## src/rtl/caster_pkg.sv

```systemverilog
// Shared types and constants for the multi_caster column responder.
// Contents:
//   DATA_WIDTH - operand width used by the operand record
//   PSUM_W     - partial-sum width (twice the operand width)
//   mc_state_t - caster operating state (normal running / draining for flush)
//   operand_t  - one buffered bus beat: ifmap, filter and incoming psum
package caster_pkg;

   localparam int DATA_WIDTH = 16;
   localparam int PSUM_W     = 2 * DATA_WIDTH;

   typedef enum logic {
      RUN   = 1'b0,
      FLUSH = 1'b1
   } mc_state_t;

   typedef struct packed {
      logic [DATA_WIDTH-1:0] ifmap;
      logic [DATA_WIDTH-1:0] fltr;
      logic [PSUM_W-1:0]     psum;
   } operand_t;

endpackage

```

## src/rtl/sync_fifo.sv

```systemverilog
// Synchronous first-word-fall-through FIFO.
// Ports:
//   clk, rst  - clock and asynchronous active-high reset
//   push_i    - write wdata_i (ignored while full)
//   wdata_i   - write data
//   pop_i     - discard the head entry (ignored while empty)
//   rdata_o   - head entry, valid whenever empty_o is low; zero while empty
//   full_o    - no free entry
//   empty_o   - no stored entry
//   count_o   - number of stored entries (0..DEPTH)
// DEPTH must be a power of two so the pointers wrap naturally.
module sync_fifo #(
   parameter int WIDTH = 8,
   parameter int DEPTH = 4
) (
   input  logic                       clk,
   input  logic                       rst,
   input  logic                       push_i,
   input  logic [WIDTH-1:0]           wdata_i,
   input  logic                       pop_i,
   output logic [WIDTH-1:0]           rdata_o,
   output logic                       full_o,
   output logic                       empty_o,
   output logic [$clog2(DEPTH):0]     count_o
);

   localparam int AW = $clog2(DEPTH);

   logic [WIDTH-1:0] mem_q [DEPTH];
   logic [AW-1:0]    wrPtr_q;
   logic [AW-1:0]    rdPtr_q;
   logic [AW:0]      count_q;
   logic [AW:0]      count_d;
   logic             doPush;
   logic             doPop;

   assign full_o  = (count_q == (AW+1)'(DEPTH));
   assign empty_o = (count_q == '0);
   assign count_o = count_q;
   assign doPush  = push_i && !full_o;
   assign doPop   = pop_i && !empty_o;

   // The head is masked while empty so the storage array needs no reset
   // and the output still reads as zero straight out of reset.
   assign rdata_o = empty_o ? '0 : mem_q[rdPtr_q];

   // Occupancy follows push/pop; a simultaneous push and pop cancel out.
   always_comb begin
      count_d = count_q;
      case ({doPush, doPop})
         2'b10:   count_d = count_q + 1'b1;
         2'b01:   count_d = count_q - 1'b1;
         default: count_d = count_q;
      endcase
   end

   // Pointer and occupancy registers.
   always_ff @(posedge clk or posedge rst) begin
      if (rst) begin
         wrPtr_q <= '0;
         rdPtr_q <= '0;
         count_q <= '0;
      end else begin
         count_q <= count_d;
         if (doPush) wrPtr_q <= wrPtr_q + 1'b1;
         if (doPop)  rdPtr_q <= rdPtr_q + 1'b1;
      end
   end

   // Storage array, written only on an accepted push.
   always_ff @(posedge clk) begin
      if (doPush) mem_q[wrPtr_q] <= wdata_i;
   end

endmodule

```

## src/rtl/multi_caster.sv

```systemverilog
// MultiCaster: column responder between the horizontal bus and one PE.
// Ports:
//   clk, rst                      - clock, asynchronous active-high reset
//   ID, TAG, CASTER_EN            - column index, beat destination, beat present
//   ifmap/fltr/psum_data_B2M      - operand beat from the bus
//   kernel_size                   - kernel size, forwarded to the PE when idle
//   flush                         - level flush request; flush_BUSY reports it
//   READY / VALID / psum_data_M2B - result return handshake to the bus
//   ifmap/fltr_data_M2B           - last operands issued, for reuse forwarding
//   ovf_err                       - sticky: a matching beat hit a full buffer
//   PE_EN, *_M2P, pe_kernel_size  - one-cycle issue strobe and data to the PE
//   PE_READY / PE_VALID / psum_data_P2M - PE result handshake
module multi_caster
   import caster_pkg::*;
#(
   parameter int DATA_WIDTH = caster_pkg::DATA_WIDTH,
   parameter int NUM_COL    = 4,
   parameter int IN_DEPTH   = 4,
   parameter int RES_DEPTH  = 4
) (
   input  logic                       clk,
   input  logic                       rst,
   input  logic [$clog2(NUM_COL)-1:0] ID,
   input  logic [$clog2(NUM_COL)-1:0] TAG,
   input  logic                       CASTER_EN,
   input  logic [DATA_WIDTH-1:0]      ifmap_data_B2M,
   input  logic [DATA_WIDTH-1:0]      fltr_data_B2M,
   input  logic [2*DATA_WIDTH-1:0]    psum_data_B2M,
   input  logic [7:0]                 kernel_size,
   input  logic                       flush,
   input  logic                       READY,
   output logic                       VALID,
   output logic [2*DATA_WIDTH-1:0]    psum_data_M2B,
   output logic [DATA_WIDTH-1:0]      ifmap_data_M2B,
   output logic [DATA_WIDTH-1:0]      fltr_data_M2B,
   output logic                       flush_BUSY,
   output logic                       ovf_err,
   output logic                       PE_EN,
   output logic [DATA_WIDTH-1:0]      ifmap_data_M2P,
   output logic [DATA_WIDTH-1:0]      fltr_data_M2P,
   output logic [2*DATA_WIDTH-1:0]    psum_data_M2P,
   output logic [7:0]                 pe_kernel_size,
   output logic                       PE_READY,
   input  logic                       PE_VALID,
   input  logic [2*DATA_WIDTH-1:0]    psum_data_P2M
);

   localparam int CW  = $clog2(RES_DEPTH) + 1;
   localparam int ICW = $clog2(IN_DEPTH) + 1;

   mc_state_t               state_q;
   mc_state_t               state_d;
   logic [CW-1:0]           outstanding_q;
   logic [CW-1:0]           outstanding_d;
   logic                    ovf_q;
   logic                    peEn_q;
   logic [DATA_WIDTH-1:0]   ifmapM2P_q;
   logic [DATA_WIDTH-1:0]   fltrM2P_q;
   logic [2*DATA_WIDTH-1:0] psumM2P_q;
   logic [DATA_WIDTH-1:0]   ifmapM2B_q;
   logic [DATA_WIDTH-1:0]   fltrM2B_q;
   logic [7:0]              kernel_q;

   operand_t                opWdata;
   operand_t                opRdata;
   logic                    opPush;
   logic                    opFull;
   logic                    opEmpty;
   logic [ICW-1:0]          opCount;

   logic                    resPush;
   logic                    resPop;
   logic                    resFull;
   logic                    resEmpty;
   logic [CW-1:0]           resCount;

   logic                    hit;
   logic                    issue;
   logic                    capture;
   logic                    drained;
   logic [CW:0]             inFlight;

   // A beat that arrives together with the flush request already belongs to
   // the flush and is dropped silently, like every beat seen during FLUSH.
   assign hit = CASTER_EN && (TAG == ID) && (state_q == RUN) && !flush;
   assign opPush = hit && !opFull;

   // Issue only when the result buffer is guaranteed room for the answer of
   // every beat already sent to the PE plus this one, so PE results can never
   // overflow it.
   assign inFlight = {1'b0, outstanding_q} + {1'b0, resCount};
   assign issue    = !opEmpty && (inFlight < (CW+1)'(RES_DEPTH));

   // PE_READY is forced low during reset so every output reads zero then.
   assign PE_READY = !resFull && !rst;
   assign capture  = PE_VALID && !resFull && (outstanding_q != '0);
   assign resPush  = capture;
   assign resPop   = VALID && READY;

   assign drained = (opCount == '0) && (outstanding_q == '0) && resEmpty;

   always_comb begin
      opWdata       = '0;
      opWdata.ifmap = ifmap_data_B2M;
      opWdata.fltr  = fltr_data_B2M;
      opWdata.psum  = psum_data_B2M;
   end

   sync_fifo #(
      .WIDTH ($bits(operand_t)),
      .DEPTH (IN_DEPTH)
   ) u_opFifo (
      .clk     (clk),
      .rst     (rst),
      .push_i  (opPush),
      .wdata_i (opWdata),
      .pop_i   (issue),
      .rdata_o (opRdata),
      .full_o  (opFull),
      .empty_o (opEmpty),
      .count_o (opCount)
   );

   sync_fifo #(
      .WIDTH (2*DATA_WIDTH),
      .DEPTH (RES_DEPTH)
   ) u_resFifo (
      .clk     (clk),
      .rst     (rst),
      .push_i  (resPush),
      .wdata_i (psum_data_P2M),
      .pop_i   (resPop),
      .rdata_o (psum_data_M2B),
      .full_o  (resFull),
      .empty_o (resEmpty),
      .count_o (resCount)
   );

   // Flush leaves RUN immediately and only returns once every buffered beat
   // and result has left the caster and the request has been released.
   always_comb begin
      state_d = state_q;
      case (state_q)
         RUN:     if (flush) state_d = FLUSH;
         FLUSH:   if (drained && !flush) state_d = RUN;
         default: state_d = RUN;
      endcase
   end

   // Beats with the PE: an issue and a capture in the same cycle cancel out.
   always_comb begin
      outstanding_d = outstanding_q;
      case ({issue, capture})
         2'b10:   outstanding_d = outstanding_q + 1'b1;
         2'b01:   outstanding_d = outstanding_q - 1'b1;
         default: outstanding_d = outstanding_q;
      endcase
   end

   // Registered control and PE/bus-facing data. The M2P/M2B operand registers
   // load only on issue, so they keep showing the last issued beat.
   always_ff @(posedge clk or posedge rst) begin
      if (rst) begin
         state_q       <= RUN;
         outstanding_q <= '0;
         ovf_q         <= 1'b0;
         peEn_q        <= 1'b0;
         ifmapM2P_q    <= '0;
         fltrM2P_q     <= '0;
         psumM2P_q     <= '0;
         ifmapM2B_q    <= '0;
         fltrM2B_q     <= '0;
         kernel_q      <= '0;
      end else begin
         state_q       <= state_d;
         outstanding_q <= outstanding_d;
         peEn_q        <= issue;
         if (hit && opFull) ovf_q <= 1'b1;
         if (issue) begin
            ifmapM2P_q <= opRdata.ifmap;
            fltrM2P_q  <= opRdata.fltr;
            psumM2P_q  <= opRdata.psum;
            ifmapM2B_q <= opRdata.ifmap;
            fltrM2B_q  <= opRdata.fltr;
         end
         // The PE only sees a new kernel size while it has no work queued.
         if ((opCount == '0) && (outstanding_q == '0)) kernel_q <= kernel_size;
      end
   end

   assign VALID          = !resEmpty;
   assign flush_BUSY     = (state_q == FLUSH);
   assign ovf_err        = ovf_q;
   assign PE_EN          = peEn_q;
   assign ifmap_data_M2P = ifmapM2P_q;
   assign fltr_data_M2P  = fltrM2P_q;
   assign psum_data_M2P  = psumM2P_q;
   assign ifmap_data_M2B = ifmapM2B_q;
   assign fltr_data_M2B  = fltrM2B_q;
   assign pe_kernel_size = kernel_q;

endmodule

```

## config.mk

```make
export PLATFORM = sky130hd
export DESIGN_NAME = multi_caster
export DESIGN_NICKNAME = d
export VERILOG_FILES = /design/src/rtl/caster_pkg.sv /design/src/rtl/sync_fifo.sv /design/src/rtl/multi_caster.sv
export SDC_FILE = /design/constraint.sdc
export NUM_CORES = 1
export LEC_CHECK = 0
export CAP_MARGIN = 10
export CORE_MARGIN = 5
export CORE_UTILIZATION = 49
export CTS_CLUSTER_DIAMETER = 30
export CTS_CLUSTER_SIZE = 12
export DETAILED_ROUTE_END_ITERATION = 7
export GPL_TIMING_DRIVEN = 0
export PLACE_DENSITY = 0.76
export SLEW_MARGIN = 15
export SYNTH_ARGS = -nofsm -noshare
export SYNTH_HDL_FRONTEND = slang
export SYNTH_SLANG_ARGS = --single-unit
export TNS_END_PERCENT = 20
```

## constraint.sdc

```tcl
create_clock -name clk -period 3.2 [get_ports clk]
set_input_delay 0.32 -clock clk [delete_from_list [all_inputs] [get_ports clk]]
set_output_delay 0.32 -clock clk [all_outputs]
set_load 0.05 [all_outputs]
```

==> results.py, run 1 <==
metrics = {
    "power": {
        "switching_share_pct": 35.6,
        "power_switching_uw": 10300,
        "power.density_nw_per_um2": 1170,
        "vdd_drop_max_v": 0.000838,
        "p_comb_share_pct": 38.9,
        "p_leak_uw": 0.00899,
        "p_int_uw": 18700,
        "pwr-share-seq_pct": 28.7,
        "finalPower_uw": 29000,
        "p_clk_share_pct": 32.5,
    },
    "clock_tree": {
        "cts_hold_buf": 0,
        "cts-root-buf": "clkbuf_16",
        "numCtsBuffers": 90,
        "cts_buffer_depth": 3,
        "cts_max_level": 3,
        "cts_tree": "done",
        "clock_sinks": 476,
        "clock_latency_ns": 0.61,
        "clk_pin_slew_ns": 0.05,
    },
    "routing": {
        "route.met3.wl_microns": 3130,
        "drt_pass1_iterations": 4,
        "detail-route-antenna-nets": 0,
        "met2_length_microns": 19600,
        "met1_length_microns": 15400,
        "dr_total_vias": 9130,
        "initialDrtViolationCount": 463,
        "routed_wl_microns": 39000,
        "top_layer_used": "met5",
        "viasPerCell": 5.29,
        "drcViolationCount": 0,
        "wl_per_cell_microns": 22.6,
    },
    "timing": {
        "hold_viol": 0,
        "worst_pin_slew_ns": 0.787,
        "fin_crit_sh_pct": 93.4,
        "setup_viol": 0,
        "post-route-min-period_ns": 2.99,
        "fmax_mhz": 335,
        "report.final.slew_viol_count": 0,
        "timing.hold.ws_ns": 0.220,
        "layout_setup_ws_ns": 0.211,
        "rsz0062_at_grt": "no",
        "slew_headroom_pct": 47.5,
        "finClkSkew_ns": 0.0366,
    },
    "worst_setup_path": {
        "crit_path_end_kind": "primary output",
        "cp_data_arrival_time_ns": 2.67,
        "reg2reg_to": "outstanding_q[2]",
        "cp-start-kind": "register",
        "ff2ff_setup_slack_ns": 0.28,
        "critPathRequiredTime_ns": 2.88,
        "critical_path.max_fanout": 10,
        "worst_r2r_path_depth": 13,
        "path_class": "reg2out",
        "worst_r2r_startpoint": "outstanding_q[2]",
    },
    "floorplan": {
        "dieHeight_microns": 203,
        "rows": 70,
        "io_pins": 255,
        "initial_core_util_pct": 49.7,
        "core-area_sq_um": 36700,
        "die_x_microns": 203,
        "dieArea_sq_um": 41200,
    },
    "synth": {
        "synth_area_sq_um": 18200,
        "muxShareOfSynthArea_pct": 17.2,
        "synthAdderAreaFrac_pct": 1.22,
        "syn_inst": 827,
        "synth_top_family_by_area": "multiplexers",
        "synth-simple-area-share_pct": 2.20,
        "synth_area_per_cell_sq_um": 22.1,
        "syn_nets": 957,
        "yosysWarnings": 0,
        "synth_xor_xnor_area_share_pct": 0.816,
        "yosysUniqueCellTypes": 32,
        "synth_compound_area_share_pct": 0.0823,
        "seq_area_frac_synth_pct": 75.8,
        "synth-seq-cells": 476,
    },
    "global_routing": {
        "grt-ovfl-total": 0,
        "antenna_found_initial": 4,
        "grt_pass1_wl_microns": 59700,
        "track_usage_pct": 19.1,
        "grt_max_degree": 58,
        "grt_pass1_vias": 10100,
    },
    "layout": {
        "layout.cells.non_filler": 1727,
        "area_growth_pct": 35.7,
        "layout_common_cells": "edfxtp_1 (384), clkdlybuf4s50_1 (225), mux4_2 (96)",
        "insertedDiodeCount": 0,
        "mostFrequentLayoutCell": "edfxtp_1",
        "drive_gt1_share_pct": 31.6,
        "final_nets": 1312,
        "fillCellCount": 2309,
    },
    "outcome": {
        "status": "complete, no violations",
    },
    "run": {
        "maxCapViolCount": 0,
    },
    "place": {
        "dpl_worst_slack_ns": 0.215,
        "routabilityCongestion": 0.702,
        "io_buffers": 254,
        "hpwlAfterDp_microns": 23800,
        "dp.cells": 1558,
    },
    "hold_path": {
        "hp-class": "in2async",
    },
}
[layer usage]
layer / vias up / track usage (%)
met1: 4698 / 24.0
met3: 71 / 7.01
li1: 4014 / -
met2: 339 / 31.8
met4: 8 / 5.29
met5: - / 0
[Yosys cell counts]
cell | n | area, sq um
mux2_2 | 48 | 541
nor4_4 | 1 | 21.3
xnor2_1 | 7 | 61.3
and3_1 | 2 | 12.5
clkbuf_2 | 1 | 5.00
mux4_2 | 96 | 2160
mux2_4 | 27 | 405
buf_4 | 32 | 240
fa_1 | 3 | 60.1
a21o_1 | 2 | 15.0
and2_1 | 41 | 257
edfxtp_1 | 384 | 11500
nor3b_2 | 1 | 12.5
xor2_1 | 10 | 87.6
buf_12 | 2 | 40.0
nand3_1 | 3 | 15.0
inv_1 | 15 | 56.3
buf_1 | 2 | 7.51
nand2_1 | 1 | 3.75
ha_1 | 13 | 163
dfrtp_1 | 92 | 2300
nor3_1 | 5 | 25.0
or3_1 | 1 | 6.26
buf_8 | 1 | 15.0
buf_2 | 14 | 70.1
nor2_1 | 4 | 15.0
buf_6 | 1 | 11.3
mux2i_1 | 2 | 20.0
clkbuf_1 | 12 | 45.0
or3b_2 | 1 | 8.76
nor3b_1 | 2 | 15.0
and4_1 | 1 | 8.76
[critical path, stage by stage, from the launching register on]
cell	delay [ns]
dfrtp_1	0.32
buf_2	0.22
buf_2	0.36
mux4_2	0.58
and2_1	0.17
dlygate4sd2_1	0.42
[what timing repair did]
action,in CTS,in global routing
cloned,0,0
endpoints found under the setup margin,29,10
resized for setup,24,11
buffers inserted,0,0
[cell families after synthesis]
group,after synthesis
multiplexers,173
XOR/XNOR,17
flip-flops,476
adder cells (fa/ha/maj),16
AND/OR/NAND/NOR,63
AO/OA/AOI/OAI,2
buffers and inverters,80
[final cells by class]
class | instances | area (sq um) | area share, %
Sequential cell | 476 | 13800 | 55.9
Inverter | 15 | 61.3 | 0.248
Timing Repair Buffer | 263 | 2780 | 11.2
Clock buffer | 108 | 2420 | 9.78
Buffer | 65 | 443 | 1.79
Multi-Input combinational cell | 271 | 3930 | 15.9
Clock inverter | 61 | 694 | 2.81
Tap cell | 468 | 586 | 2.37
[flip-flops by register name, indices dropped and copies added (netlist names)]
name / flops
u_opFifo.count_o: 3
flush_BUSY: 1
PE_EN: 1
psum_data_M2P: 32
fltr_data_M2B: 16
u_opFifo.mem_q: 256
u_resFifo.rdPtr_q: 2
u_resFifo.mem_q: 128
u_resFifo.wrPtr_q: 2
u_opFifo.wrPtr_q: 2
ifmap_data_M2B: 16
u_resFifo.count_o: 3
outstanding_q: 3
u_opFifo.rdPtr_q: 2
pe_kernel_size: 8
ovf_err: 1
[how the worst max path moves through the flow]
stage | from | endpoint | slack (ns) | depth (start not counted)
4_1_cts | u_resFifo.rdPtr_q[0] | psum_data_M2B[1] | 0.005 | 5
3_3_place_gp | CASTER_EN | u_opFifo.mem_q[0][9] | -1.86 | 4
5_1_grt | u_resFifo.rdPtr_q[0] | psum_data_M2B[7] | 0.08 | 5
3_5_place_dp | CASTER_EN | u_opFifo.mem_q[0][10] | 0.21 | 5
6_report | u_resFifo.rdPtr_q[0] | psum_data_M2B[7] | 0.21 | 5
2_1_floorplan | flush_BUSY | u_opFifo.mem_q[0][0] | -0.31 | 3
[metrics by stage]
stage | util (%) | setup TNS (ns) | area, sq um
after global routing | 67.4 | 0 | 24800
after detailed placement | 58.9 | 0 | 21600
after floorplan | - | -59.56 | 18200
after global placement | 58.2 | -538.06 | 21400
after CTS | 67.4 | 0 | 24700
final | 67.4 | 0 | 24800
[power by group through the flow]
stage / clock network, uW / registers (uW) / logic [uW]
final: 9430 / 8320 / 11300
after CTS: 9580 / 8330 / 11500
after floorplan: 0 / 9880 / 6500
after global placement: 0 / 8390 / 11200
after global routing: 9940 / 8430 / 11900
after detailed placement: 0 / 8400 / 11500
(Power assumes the default switching activity.)
==> run 2: changes to the inputs <==
--- a/constraint.sdc
+++ b/constraint.sdc
@@ -3,2 +3,2 @@
 set_output_delay 0.32 -clock clk [all_outputs]
-set_load 0.05 [all_outputs]
+set_load 0.02 [all_outputs]
==> results.py, run 2 (same netlist as run 1, synthesis figures left out) <==
metrics = {
    "worst_setup_path": {
        "cp-start-kind": "register",
        "path_class": "reg2out",
        "path_buf_inv": 3,
        "path_depth": 5,
        "cp_data_arrival_time_ns": 2.72,
        "worst_r2r_startpoint": "outstanding_q[2]",
        "worst_r2r_path_depth": 13,
        "slowest_delay_ns": 0.56,
        "crit_path_end_kind": "primary output",
        "cp_cell_sequence": "buf_2 > clkbuf_4 > mux4_2 > and2_1 > clkdlybuf4s50_1",
        "cp_slowest_cell": "mux4_2",
        "path_delay_family": "buffers and inverters",
        "critical_path.max_fanout": 10,
        "reg2reg_to": "outstanding_q[2]",
        "ff2ff_setup_slack_ns": 0.28,
        "critPathRequiredTime_ns": 2.88,
    },
    "timing": {
        "finClkSkew_ns": 0.0359,
        "post-route-min-period_ns": 3.04,
        "fmax_mhz": 329,
        "report.final.slew_viol_count": 0,
        "timing.hold.ws_ns": 0.224,
        "slew_headroom_pct": 47.5,
        "rsz0062_at_grt": "no",
        "setup_viol": 0,
        "hold_viol": 0,
        "fin_crit_sh_pct": 94.9,
        "worst_pin_slew_ns": 0.787,
    },
    "clock_tree": {
        "cts_buffer_depth": 3,
        "cts_max_level": 3,
        "clock_sinks": 476,
        "cts-root-buf": "clkbuf_16",
        "cts_hold_buf": 0,
        "cts_tree": "done",
        "numCtsBuffers": 90,
        "clock_latency_ns": 0.61,
        "clk_pin_slew_ns": 0.05,
        "post_cts_buffers": 0,
    },
    "layout": {
        "drive_gt1_share_pct": 31.6,
        "regArea_sq_um": 13800,
        "layout_common_cells": "edfxtp_1 (384), clkdlybuf4s50_1 (254), mux4_2 (96)",
        "mostFrequentLayoutCell": "edfxtp_1",
        "multiInputGateArea_sq_um": 3930,
        "area_growth_pct": 35.7,
        "top_register": "u_opFifo.mem_q",
        "fillCellCount": 2299,
        "final_nets": 1312,
        "largest_reg_flops": 256,
    },
    "place": {
        "routabilityCongestion": 0.702,
        "hpwlAfterDp_microns": 23800,
        "io_buffers": 254,
    },
    "routing": {
        "drt_pass1_iterations": 5,
        "viasPerCell": 5.29,
        "wl_per_cell_microns": 22.5,
        "detail-route-antenna-nets": 0,
        "dr_total_vias": 9146,
        "initialDrtViolationCount": 421,
        "routed_wl_microns": 39000,
        "drcViolationCount": 0,
    },
    "global_routing": {
        "grt-ovfl-total": 0,
        "track_usage_pct": 19.1,
        "grt_max_degree": 58,
        "antenna_found_initial": 4,
        "grt_pass1_vias": 10100,
        "grt_pass1_wl_microns": 59700,
    },
    "floorplan": {
        "initial_core_util_pct": 49.7,
        "core-area_sq_um": 36700,
        "io_pins": 255,
        "dieArea_sq_um": 41200,
        "die_x_microns": 203,
        "dieHeight_microns": 203,
        "rows": 70,
    },
    "power": {
        "p_leak_uw": 0.00885,
        "power.density_nw_per_um2": 1090,
        "finalPower_uw": 26900,
        "vdd_drop_max_v": 0.000678,
    },
    "run": {
        "maxCapViolCount": 0,
    },
    "hold_path": {
        "hp-class": "in2async",
    },
    "outcome": {
        "status": "complete, no violations",
    },
}
-- run 2: changes by cell type in the layout (fill, tap and decap cells not counted), sizes merged --
cell	before	now
dlymetal6s2s	10	0
diode	0	2
clkbuf	120	123
dlygate4sd2	19	0
clkdlybuf4s50	225	254
buf	62	59
-- run 2: where the power goes --
group          leakage, uW  internal (uW)  switching [uW]
logic              0.00278           4930            4190
registers          0.00455           7720             600
clock network      0.00152           6200            3220
total              0.00885          18900            8010
-- run 2: metrics by stage --
step / util [%] / setup TNS [ns] / setup WS [ns] / cell area, sq um / cells
6_report: 67.5 / 0 / 0.163 / 24800 / 1729
5_1_grt: 67.5 / 0 / 0.0375 / 24800 / 1727
4_1_cts: 67.4 / 0 / 0.0104 / 24700 / 1727
3_5_place_dp: 58.9 / 0 / 0.215 / 21600 / 1558
3_3_place_gp: 58.2 / -538.06 / -1.86 / 21400 / 1549
2_1_floorplan: - / -30.70 / -0.160 / 18200 / 827
-- run 2: worst max path at each step --
stage	from	end	slack (ns)
2_1_floorplan	flush_BUSY	u_opFifo.mem_q[3][0]	-0.16
3_3_place_gp	CASTER_EN	u_opFifo.mem_q[0][9]	-1.86
3_5_place_dp	CASTER_EN	u_opFifo.mem_q[0][10]	0.21
4_1_cts	u_resFifo.rdPtr_q[0]	psum_data_M2B[21]	0.01
5_1_grt	u_resFifo.count_o[0]	psum_data_M2B[10]	0.04
6_report	u_resFifo.rdPtr_q[0]	psum_data_M2B[7]	0.16
-- run 2: per-layer routing --
layer / up-vias / share of wire, % / global-route usage, %
met4: 8 / 1.8 / 5.29
met2: 345 / 51 / 31.8
met3: 69 / 8.0 / 7.01
met1: 4709 / 39 / 24.0
li1: 4015 / - / -
met5: - / 0.16 / 0
-- run 2: final cells by class --
| class | count | area share (%) |
|---|---|---|
| Tap cell | 468 | 2.37 |
| Clock buffer | 108 | 9.78 |
| Antenna cell | 2 | 0.0202 |
| Timing Repair Buffer | 263 | 11.2 |
| Sequential cell | 476 | 55.9 |
| Clock inverter | 61 | 2.80 |
| Inverter | 15 | 0.248 |
| Buffer | 65 | 1.80 |
| Multi-Input combinational cell | 271 | 15.9 |
-- run 2: repair_timing --
item,4_1_cts,5_1_grt
pin swaps,0,0
gates cloned,0,0
endpoints found under the setup margin,11,22
hold endpoints to repair,0,0
resized for setup,3,4
